--- src/rtl/c_tokenizer_if.sv ---
// Byte-in / token-out bus of the C tokenizer.
// master = byte source and token sink, slave = tokenizer.
interface c_tokenizer_if #(
    parameter int MAX_ID_LEN = 8,
    parameter int NUM_W      = 32,
    parameter int POS_W      = 16
);
    logic                    in_valid;
    logic                    in_ready;
    logic [7:0]              in_byte;
    logic                    out_valid;
    logic                    out_ready;
    logic [1:0]              tok_kind;
    logic [8*MAX_ID_LEN-1:0] tok_str;
    logic [3:0]              tok_len;
    logic [NUM_W-1:0]        tok_num;
    logic [POS_W-1:0]        tok_pos;
    logic                    err;
    logic [1:0]              err_code;

    modport master (
        output in_valid, in_byte, out_ready,
        input  in_ready, out_valid, tok_kind, tok_str, tok_len, tok_num, tok_pos, err, err_code
    );

    modport slave (
        input  in_valid, in_byte, out_ready,
        output in_ready, out_valid, tok_kind, tok_str, tok_len, tok_num, tok_pos, err, err_code
    );
endinterface

--- src/rtl/c_tokenizer.sv ---
// Streaming C lexer: one source byte in per cycle, one token out per handshake.
// Define C_TOKENIZER_COMMENT_EN to recognise // and /* */ comments.
module c_tokenizer #(
    parameter int MAX_ID_LEN = 8,
    parameter int NUM_W      = 32,
    parameter int POS_W      = 16
) (
    input logic          clk,
    input logic          rst_n,
    c_tokenizer_if.slave bus
);
    localparam int STR_W = 8 * MAX_ID_LEN;

    localparam logic [3:0] S_SKIP   = 4'd0;
    localparam logic [3:0] S_IDENT  = 4'd1;
    localparam logic [3:0] S_NUM    = 4'd2;
    localparam logic [3:0] S_PUNCT2 = 4'd3;
    localparam logic [3:0] S_EMIT   = 4'd4;
    localparam logic [3:0] S_DONE   = 4'd5;
    localparam logic [3:0] S_ERR    = 4'd6;
`ifdef C_TOKENIZER_COMMENT_EN
    localparam logic [3:0] S_SLASH  = 4'd7;
    localparam logic [3:0] S_LCOMM  = 4'd8;
    localparam logic [3:0] S_BCOMM  = 4'd9;
    localparam logic [3:0] S_BSTAR  = 4'd10;
    localparam logic [1:0] E_COMM   = 2'd3;
`endif

    localparam logic [1:0] K_RSV  = 2'd0;
    localparam logic [1:0] K_ID   = 2'd1;
    localparam logic [1:0] K_NUM  = 2'd2;
    localparam logic [1:0] K_EOF  = 2'd3;
    localparam logic [1:0] E_CHAR = 2'd1;
    localparam logic [1:0] E_LONG = 2'd2;

    function automatic logic is_alpha(input logic [7:0] c);
        return (c >= "a" && c <= "z") || (c >= "A" && c <= "Z") || (c == "_");
    endfunction

    function automatic logic is_digit(input logic [7:0] c);
        return (c >= "0" && c <= "9");
    endfunction

    function automatic logic is_space(input logic [7:0] c);
        return (c == " ") || (c == 8'h09) || (c == 8'h0a) || (c == 8'h0d);
    endfunction

    function automatic logic is_punct1(input logic [7:0] c);
        return (c == "+") || (c == "-") || (c == "*") || (c == "/") || (c == "(") ||
               (c == ")") || (c == "{") || (c == "}") || (c == "[") || (c == "]") ||
               (c == ";") || (c == ",") || (c == "&");
    endfunction

    function automatic logic is_punct2(input logic [7:0] c);
        return (c == "=") || (c == "!") || (c == "<") || (c == ">");
    endfunction

    // Text is packed first-char-low, so keyword literals appear byte-reversed.
    function automatic logic is_kw(input logic [47:0] s, input logic [3:0] n);
        case (n)
            4'd2:    return (s[15:0] == "fi");
            4'd3:    return (s[23:0] == "tni") || (s[23:0] == "rof");
            4'd4:    return (s[31:0] == "esle");
            4'd5:    return (s[39:0] == "elihw");
            4'd6:    return (s[47:0] == "nruter") || (s[47:0] == "foezis");
            default: return 1'b0;
        endcase
    endfunction

    logic [3:0]       state_q, state_d;
    logic             hold_vld_q, hold_vld_d;
    logic [7:0]       hold_byte_q, hold_byte_d;
    logic [1:0]       kind_q, kind_d;
    logic [STR_W-1:0] str_q, str_d;
    logic [3:0]       len_q, len_d;
    logic [NUM_W-1:0] num_q, num_d;
    logic [POS_W-1:0] tpos_q, tpos_d;
    logic [POS_W-1:0] pos_q, pos_d;
    logic             err_q, err_d;
    logic [1:0]       err_code_q, err_code_d;

    logic             active, in_ready, use_hold, take_in;
    logic [7:0]       b;
    logic [POS_W-1:0] cur_pos;
    logic             mk_start, mk_hold, mk_eof, mk_err;
    logic [1:0]       err_c;

    assign active   = (state_q != S_EMIT) && (state_q != S_DONE) && (state_q != S_ERR);
    assign in_ready = rst_n && active && !hold_vld_q;
    assign use_hold = active && hold_vld_q;
    assign take_in  = bus.in_valid && in_ready;
    assign b        = use_hold ? hold_byte_q : bus.in_byte;
    // A held byte was the last one accepted, so it sits one behind the counter.
    assign cur_pos  = use_hold ? pos_q - POS_W'(1) : pos_q;

    always_comb begin
        state_d     = state_q;
        hold_vld_d  = hold_vld_q;
        hold_byte_d = hold_byte_q;
        kind_d      = kind_q;
        str_d       = str_q;
        len_d       = len_q;
        num_d       = num_q;
        tpos_d      = tpos_q;
        pos_d       = pos_q;
        err_d       = err_q;
        err_code_d  = err_code_q;
        mk_start    = 1'b0;
        mk_hold     = 1'b0;
        mk_eof      = 1'b0;
        mk_err      = 1'b0;
        err_c       = E_CHAR;

        if (take_in) pos_d = pos_q + POS_W'(1);
        if (use_hold) hold_vld_d = 1'b0;

        if (state_q == S_EMIT) begin
            if (bus.out_ready) state_d = (kind_q == K_EOF) ? S_DONE : S_SKIP;
        end else if (use_hold || take_in) begin
            case (state_q)
                S_SKIP: begin
                    if (is_alpha(b)) begin
                        mk_start = 1'b1; kind_d = K_ID; state_d = S_IDENT;
                    end else if (is_digit(b)) begin
                        mk_start = 1'b1; kind_d = K_NUM; state_d = S_NUM;
                    end else if (is_punct2(b)) begin
                        mk_start = 1'b1; kind_d = K_RSV; state_d = S_PUNCT2;
`ifdef C_TOKENIZER_COMMENT_EN
                    end else if (b == "/") begin
                        mk_start = 1'b1; kind_d = K_RSV; state_d = S_SLASH;
`endif
                    end else if (is_punct1(b)) begin
                        mk_start = 1'b1; kind_d = K_RSV; state_d = S_EMIT;
                    end else if (b == 8'h00) begin
                        mk_eof = 1'b1;
                    end else if (!is_space(b)) begin
                        mk_err = 1'b1;
                    end
                end
                S_IDENT: begin
                    if (is_alpha(b) || is_digit(b)) begin
                        if (len_q == 4'(MAX_ID_LEN)) begin
                            mk_err = 1'b1; err_c = E_LONG;
                        end else begin
                            str_d = str_q | (STR_W'(b) << (8 * len_q));
                            len_d = len_q + 4'd1;
                        end
                    end else begin
                        kind_d  = is_kw(str_q[47:0], len_q) ? K_RSV : K_ID;
                        mk_hold = 1'b1;
                        state_d = S_EMIT;
                    end
                end
                S_NUM: begin
                    if (is_digit(b)) begin
                        num_d = num_q * NUM_W'(10) + NUM_W'(b - 8'h30);
                        if (len_q < 4'(MAX_ID_LEN)) begin
                            str_d = str_q | (STR_W'(b) << (8 * len_q));
                            len_d = len_q + 4'd1;
                        end
                    end else begin
                        mk_hold = 1'b1; state_d = S_EMIT;
                    end
                end
                S_PUNCT2: begin
                    if (b == "=") begin
                        str_d[15:8] = b; len_d = 4'd2; state_d = S_EMIT;
                    end else if (str_q[7:0] == "!") begin
                        mk_err = 1'b1;
                    end else begin
                        mk_hold = 1'b1; state_d = S_EMIT;
                    end
                end
`ifdef C_TOKENIZER_COMMENT_EN
                S_SLASH: begin
                    if (b == "/")      state_d = S_LCOMM;
                    else if (b == "*") state_d = S_BCOMM;
                    else begin
                        mk_hold = 1'b1; state_d = S_EMIT;
                    end
                end
                S_LCOMM: begin
                    if (b == 8'h0a)      state_d = S_SKIP;
                    else if (b == 8'h00) mk_eof = 1'b1;
                end
                S_BCOMM: begin
                    if (b == "*") state_d = S_BSTAR;
                    else if (b == 8'h00) begin
                        mk_err = 1'b1; err_c = E_COMM;
                    end
                end
                S_BSTAR: begin
                    if (b == "/") state_d = S_SKIP;
                    else if (b == 8'h00) begin
                        mk_err = 1'b1; err_c = E_COMM;
                    end else if (b != "*") state_d = S_BCOMM;
                end
`endif
                default: state_d = state_q;
            endcase
        end

        if (mk_start) begin
            str_d  = STR_W'(b);
            len_d  = 4'd1;
            num_d  = is_digit(b) ? NUM_W'(b - 8'h30) : '0;
            tpos_d = cur_pos;
        end
        if (mk_hold) begin
            hold_vld_d  = 1'b1;
            hold_byte_d = b;
        end
        if (mk_eof) begin
            kind_d  = K_EOF;
            str_d   = '0;
            len_d   = 4'd0;
            num_d   = '0;
            tpos_d  = cur_pos;
            state_d = S_EMIT;
        end
        if (mk_err) begin
            err_d      = 1'b1;
            err_code_d = err_c;
            state_d    = S_ERR;
        end
    end

    always_ff @(posedge clk or negedge rst_n) begin
        if (!rst_n) begin
            state_q     <= S_SKIP;
            hold_vld_q  <= 1'b0;
            hold_byte_q <= 8'h00;
            kind_q      <= 2'd0;
            str_q       <= '0;
            len_q       <= 4'd0;
            num_q       <= '0;
            tpos_q      <= '0;
            pos_q       <= '0;
            err_q       <= 1'b0;
            err_code_q  <= 2'd0;
        end else begin
            state_q     <= state_d;
            hold_vld_q  <= hold_vld_d;
            hold_byte_q <= hold_byte_d;
            kind_q      <= kind_d;
            str_q       <= str_d;
            len_q       <= len_d;
            num_q       <= num_d;
            tpos_q      <= tpos_d;
            pos_q       <= pos_d;
            err_q       <= err_d;
            err_code_q  <= err_code_d;
        end
    end

    assign bus.in_ready  = in_ready;
    assign bus.out_valid = (state_q == S_EMIT);
    assign bus.tok_kind  = kind_q;
    assign bus.tok_str   = str_q;
    assign bus.tok_len   = len_q;
    assign bus.tok_num   = num_q;
    assign bus.tok_pos   = tpos_q;
    assign bus.err       = err_q;
    assign bus.err_code  = err_code_q;
endmodule

--- src/flat_wrapper.sv ---
// flat-port wrapper written by rule: the top's interface ports become plain ports
module c_tokenizer_flat 
#(
    parameter int MAX_ID_LEN = 8,
    parameter int NUM_W      = 32,
    parameter int POS_W      = 16
)
  (clk, rst_n, bus_in_valid, bus_in_byte, bus_out_ready, bus_in_ready, bus_out_valid, bus_tok_kind, bus_tok_str, bus_tok_len, bus_tok_num, bus_tok_pos, bus_err, bus_err_code);
  c_tokenizer_if #(.MAX_ID_LEN(MAX_ID_LEN), .NUM_W(NUM_W), .POS_W(POS_W)) bus_i ();
  input logic clk;
  input logic rst_n;
  input wire logic [$bits(bus_i.in_valid)-1:0] bus_in_valid;
  input wire logic [$bits(bus_i.in_byte)-1:0] bus_in_byte;
  input wire logic [$bits(bus_i.out_ready)-1:0] bus_out_ready;
  output wire logic [$bits(bus_i.in_ready)-1:0] bus_in_ready;
  output wire logic [$bits(bus_i.out_valid)-1:0] bus_out_valid;
  output wire logic [$bits(bus_i.tok_kind)-1:0] bus_tok_kind;
  output wire logic [$bits(bus_i.tok_str)-1:0] bus_tok_str;
  output wire logic [$bits(bus_i.tok_len)-1:0] bus_tok_len;
  output wire logic [$bits(bus_i.tok_num)-1:0] bus_tok_num;
  output wire logic [$bits(bus_i.tok_pos)-1:0] bus_tok_pos;
  output wire logic [$bits(bus_i.err)-1:0] bus_err;
  output wire logic [$bits(bus_i.err_code)-1:0] bus_err_code;
  assign bus_i.in_valid = bus_in_valid;
  assign bus_i.in_byte = bus_in_byte;
  assign bus_i.out_ready = bus_out_ready;
  assign bus_in_ready = bus_i.in_ready;
  assign bus_out_valid = bus_i.out_valid;
  assign bus_tok_kind = bus_i.tok_kind;
  assign bus_tok_str = bus_i.tok_str;
  assign bus_tok_len = bus_i.tok_len;
  assign bus_tok_num = bus_i.tok_num;
  assign bus_tok_pos = bus_i.tok_pos;
  assign bus_err = bus_i.err;
  assign bus_err_code = bus_i.err_code;
  c_tokenizer #(.MAX_ID_LEN(MAX_ID_LEN), .NUM_W(NUM_W), .POS_W(POS_W)) u_core (.clk(clk), .rst_n(rst_n), .bus(bus_i));
endmodule
--- config.mk ---
export PLATFORM = sky130hd
export DESIGN_NAME = c_tokenizer_flat
export DESIGN_NICKNAME = d
export VERILOG_FILES = /design/src/rtl/c_tokenizer_if.sv /design/src/rtl/c_tokenizer.sv /design/src/flat_wrapper.sv
export SDC_FILE = /design/constraint.sdc
export NUM_CORES = 1
export LEC_CHECK = 0
export ABC_AREA = 1
export BUFFER_PORTS_ARGS = -buffer_cell sky130_fd_sc_hd__buf_2
export CORE_MARGIN = 2
export CORE_UTILIZATION = 57
export CTS_BUF_LIST = sky130_fd_sc_hd__clkbuf_16
export DETAILED_ROUTE_END_ITERATION = 10
export PLACE_DENSITY = 0.79
export SYNTH_ARGS = -nofsm -noshare
export SYNTH_HDL_FRONTEND = slang
export SYNTH_SLANG_ARGS = --single-unit
--- constraint.sdc ---
create_clock -name clk -period 4.7 [get_ports clk]
set_input_delay 0.47 -clock clk [delete_from_list [all_inputs] [get_ports clk]]
set_output_delay 0.47 -clock clk [all_outputs]
set_load 0.005 [all_outputs]
==> flow_summary_export.csv <==
group,metric,value,unit
yosys,synth_cells,1740,
power_and_ir_drop,share_seq_of_total_power,26.1,%
route,totalWireLength,36.7,mm
timing,setup-tns-final,0,ns
worst_setup_path,cp.arrival,4.74,ns
route,firstDrtPassIters,6,
worst_setup_path,max_stage_delay,0.43,ns
worst_setup_path,timing.critical_path.required,5.02,ns
timing,post-route-period-util,93.9,%
grt,antenna_found_initial,1,
hold_path,hold_class,"in2async",
yosys,total_standard_cell_area_after_synthesis,0.0123,mm2
final_layout,layout.nets,1966,
yosys,synth-seq-cells,149,
floorplanning,chipWidth,151,um
route,drt.antenna.violating_nets,0,
worst_setup_path,timing.critical_path.from_type,"register",
power_and_ir_drop,power.leakage,7.27,nW
clocking,htree_num_levels,4,
yosys,ys_seq_area_share,30.3,%
floorplanning,dieHeight,151,um
route,drtIter0Drc,932,
yosys,yosysWarningCount,0,
power_and_ir_drop,switching_share,48.5,%
yosys,mappedNetlistNets,1849,
route,drcViolationCount,0,
grt,largest_net_degree_at_the_start_of_global_routing,79,
floorplanning,initial_core_util,58.3,%
timing,rsz_0062_raised_after_global_routing,"false",
worst_setup_path,cp_max_fo,4,
clocking,clk_transition_reported_paths,0.07,ns
clocking,max-clock-path-buffers,2,
yosys,synth_top_area_share,30.3,%
final_layout,non_filler_instance_count_after_layout,2145,
power_and_ir_drop,power.density,559,mW/mm2
worst_setup_path,critical_path_buf_inv_count,1,
power_and_ir_drop,share_clk_of_total_power,18.5,%
yosys,async_flop_share,100,%
grt,grt_use_met3,5.45,%
route,vias_per_cell,5.88,
floorplanning,die-area,0.0228,mm2
yosys,synth.area.top_cells,"sky130_fd_sc_hd__dfrtp_1 30%, sky130_fd_sc_hd__nand2_1 13%, sky130_fd_sc_hd__ha_1 9.8%",
final_layout,most_common_cell_after_layout_fill_and_taps_aside,"sky130_fd_sc_hd__nand2_1",
worst_setup_path,worst_path_dominant_cell_family,"compound AO/OA/AOI/OAI gates",
status,run_status,"complete, no violations",
timing,timing.final.crit_period,4.41,ns
worst_setup_path,crit_slowest_cell,"sky130_fd_sc_hd__fa_1",
power_and_ir_drop,p_comb_share,55.5,%
grt,gr-max-usage-layer,"met2",
yosys,ys_types,52,
final_layout,synthToLayoutAreaGrowth,12.4,%
timing,max-slew-margin-rel,33.5,%
grt,via_count_of_the_first_global_routing_pass,12140,
placed_design,dp_slack,0.0285,ns
yosys,synth_enable_flop_cells,0,
timing,timing_max_transition_violations_final,0,
placed_design,hpwlAfterDp,27.2,mm
worst_setup_path,critical-path-top-cell-by-count,"sky130_fd_sc_hd__nand2_1",
yosys,postSynthAreaPerCell,7.07,um2
clocking,tritoncts.num_buffers,17,
grt,grt_usage,33.3,%
worst_setup_path,criticalPathCategory,"reg2reg",
timing,skew,0.0114,ns
yosys,yosysTopAreaCell,"sky130_fd_sc_hd__dfrtp_1",
timing,clock.fmax,0.227,GHz
clocking,cts_tree,"yes",
route,wire_per_inst,17.1,um
floorplanning,num_rows,53,
final_layout,drive_above_1_share,14.0,%
grt,gr-total-overflow,0,
timing,timing.final.setup_violations,0,
floorplanning,i_o_pins,135,
final_layout,insertedDiodeCount,0,
clocking,clock_latency,0.43,ns
grt,globalRouteMet1Util,41.7,%
final_layout,most-common-layout-cells,"416 x sky130_fd_sc_hd__nand2_1, 171 x sky130_fd_sc_hd__inv_1, 149 x sky130_fd_sc_hd__dfrtp_1",
placed_design,routabilityCongestion,0.993,
timing,worst-slew-pin-transition,0.997,ns
worst_setup_path,setup.worst_path.end_class,"register",
clocking,clk_sinks,149,
timing,finalHoldViolations,0,
final_layout,stdcell_area,0.0138,mm2
power_and_ir_drop,netSwitchingPower,3.74,mW
grt,met2_usage,57.1,%
power_and_ir_drop,vdd_drop_max,0.236,mV
run,maxCapViolCount,0,
power_and_ir_drop,internal_power,3.98,mW
placed_design,postPlaceCellArea,0.0132,mm2
yosys,yosys_most_used_dff,"sky130_fd_sc_hd__dfrtp_1",
placed_design,post-place-cells,2111,
clocking,clockRootBuffer,"sky130_fd_sc_hd__clkbuf_16",
placed_design,io_buf_count,134,
floorplanning,fp.coreArea,0.0211,mm2
worst_setup_path,cell_chain_critical_path,"ha_1 > ha_1 > inv_1 > fa_1 > nor4_1 > nor2_1 > o21ai_2 > a21oi_1 > o21ai_2 > a21oi_1 > o21ai_1 > xor2_1 > ha_1 > nand2_1 > o21ai_0 > a221o_1 > a21oi_1 > nand2_1 > nand2_1 > nand3_1 > nand3_1 > nand2_1",
grt,wire_length_of_the_first_global_routing_pass,60.2,mm
timing,final.setup.worst_slack,0.286,ns
route,via_count,12614,
## power groups by stage
stage	combinational, mW	sequential (mW)	clock, mW
final	4.28	2.01	1.42
after detailed placement	4.19	2.02	0
after global placement	4.12	2.00	0
after floorplan	3.06	1.93	0
after global routing	4.82	2.07	1.50
after CTS	4.23	2.00	1.43
## metal layers
metal | share of wire [%] | vias to the layer above | wire (um)
li1 | - | 6098 | -
met1 | 41 | 5838 | 15200
met2 | 48 | 547 | 17600
met3 | 6.7 | 129 | 2450
met4 | 3.9 | 2 | 1440
met5 | 0.035 | - | 13
## registers in the layout, summed over array words and instances, names as in the netlist
name / flops
u_core.bus.tok_pos: 16
u_core.pos_q: 16
u_core.bus.err_code: 2
u_core.hold_vld_q: 1
u_core.bus.err: 1
u_core.hold_byte_q: 8
u_core.bus.tok_str: 64
u_core.bus.tok_kind: 2
u_core.bus.tok_len: 4
u_core.state_q: 3
u_core.bus.tok_num: 32
## through the flow
step                total power [mW]  hold WS [ns]  utilization [%]
finish                          7.72         0.437             65.6
CTS                             7.67         0.444             65.5
floorplan                       5.00         0.174                -
detailed placement              6.22         0.321             62.6
global placement                6.13         0.318             62.6
global route                    8.38         0.464             65.6
## path summary, 6_finish.rpt
kind	depth (start not counted)	slack, ns	endpoint	start
worst max-delay path	22	0.29	u_core.bus.tok_num[30]$_DFFE_PN0P_	u_core.bus.tok_num[3]$_DFFE_PN0P_
worst min-delay path	2	0.44	u_core.bus.tok_num[8]$_DFFE_PN0P_	rst_n
worst max register to register	22	0.29	u_core.bus.tok_num[30]$_DFFE_PN0P_	u_core.bus.tok_num[3]$_DFFE_PN0P_
worst min register to register	2	0.46	u_core.bus.err$_DFFE_PN0P_	u_core.bus.err$_DFFE_PN0P_
max in group asynchronous	3	3.02	u_core.bus.tok_str[0]$_DFFE_PN0P_	rst_n
min in group clk	3	0.45	u_core.pos_q[0]$_DFFE_PN0P_	bus_in_valid
## area by class of cell
class | count | area, um2
Fill cell | 1899 | 7260
Multi-Input combinational cell | 1354 | 7590
Timing Repair Buffer | 159 | 905
Clock inverter | 15 | 171
Tap cell | 275 | 344
Inverter | 176 | 666
Clock buffer | 17 | 425
Sequential cell | 149 | 3730
## repair_timing
item / in CTS / in global routing
pin swaps: 0 / 1
setup buffers: 0 / 1
gates resized for setup: 1 / 6
endpoints found under the setup margin: 1 / 10
hold buffers: 1 / 0
endpoints found under the hold margin: 17 / 0
## cells in the mapped netlist, drive strengths merged (2+ instances only)
cell type,n
nand3,150
xor2,44
clkbuf,27
ha,96
a211o,2
clkinv,2
inv,174
o31ai,2
a221oi,2
nand4,36
or2,7
a21o,15
buf,34
o21ai,171
nand2,450
dfrtp,149
nor3,44
xnor2,25
o211ai,24
nor4,21
a31oi,16
nor2,145
a21oi,76
nand3b,8
o21a,11
## logic make-up (layout without fill, tap and decap cells)
| family | after synthesis | after routing | share of synthesized area, % |
|---|---|---|---|
| DFF | 149 | 149 | 30.3 |
| xor gates and xnor gates | 69 | 69 | 4.91 |
| and+or+nand+nor | 863 | 863 | 31.5 |
| AOI/OAI and AO/OA | 325 | 325 | 15.2 |
| adders and majority gates | 97 | 97 | 9.93 |
| buffers and inverters | 237 | 367 | 8.12 |
(Power assumes the default switching activity.)
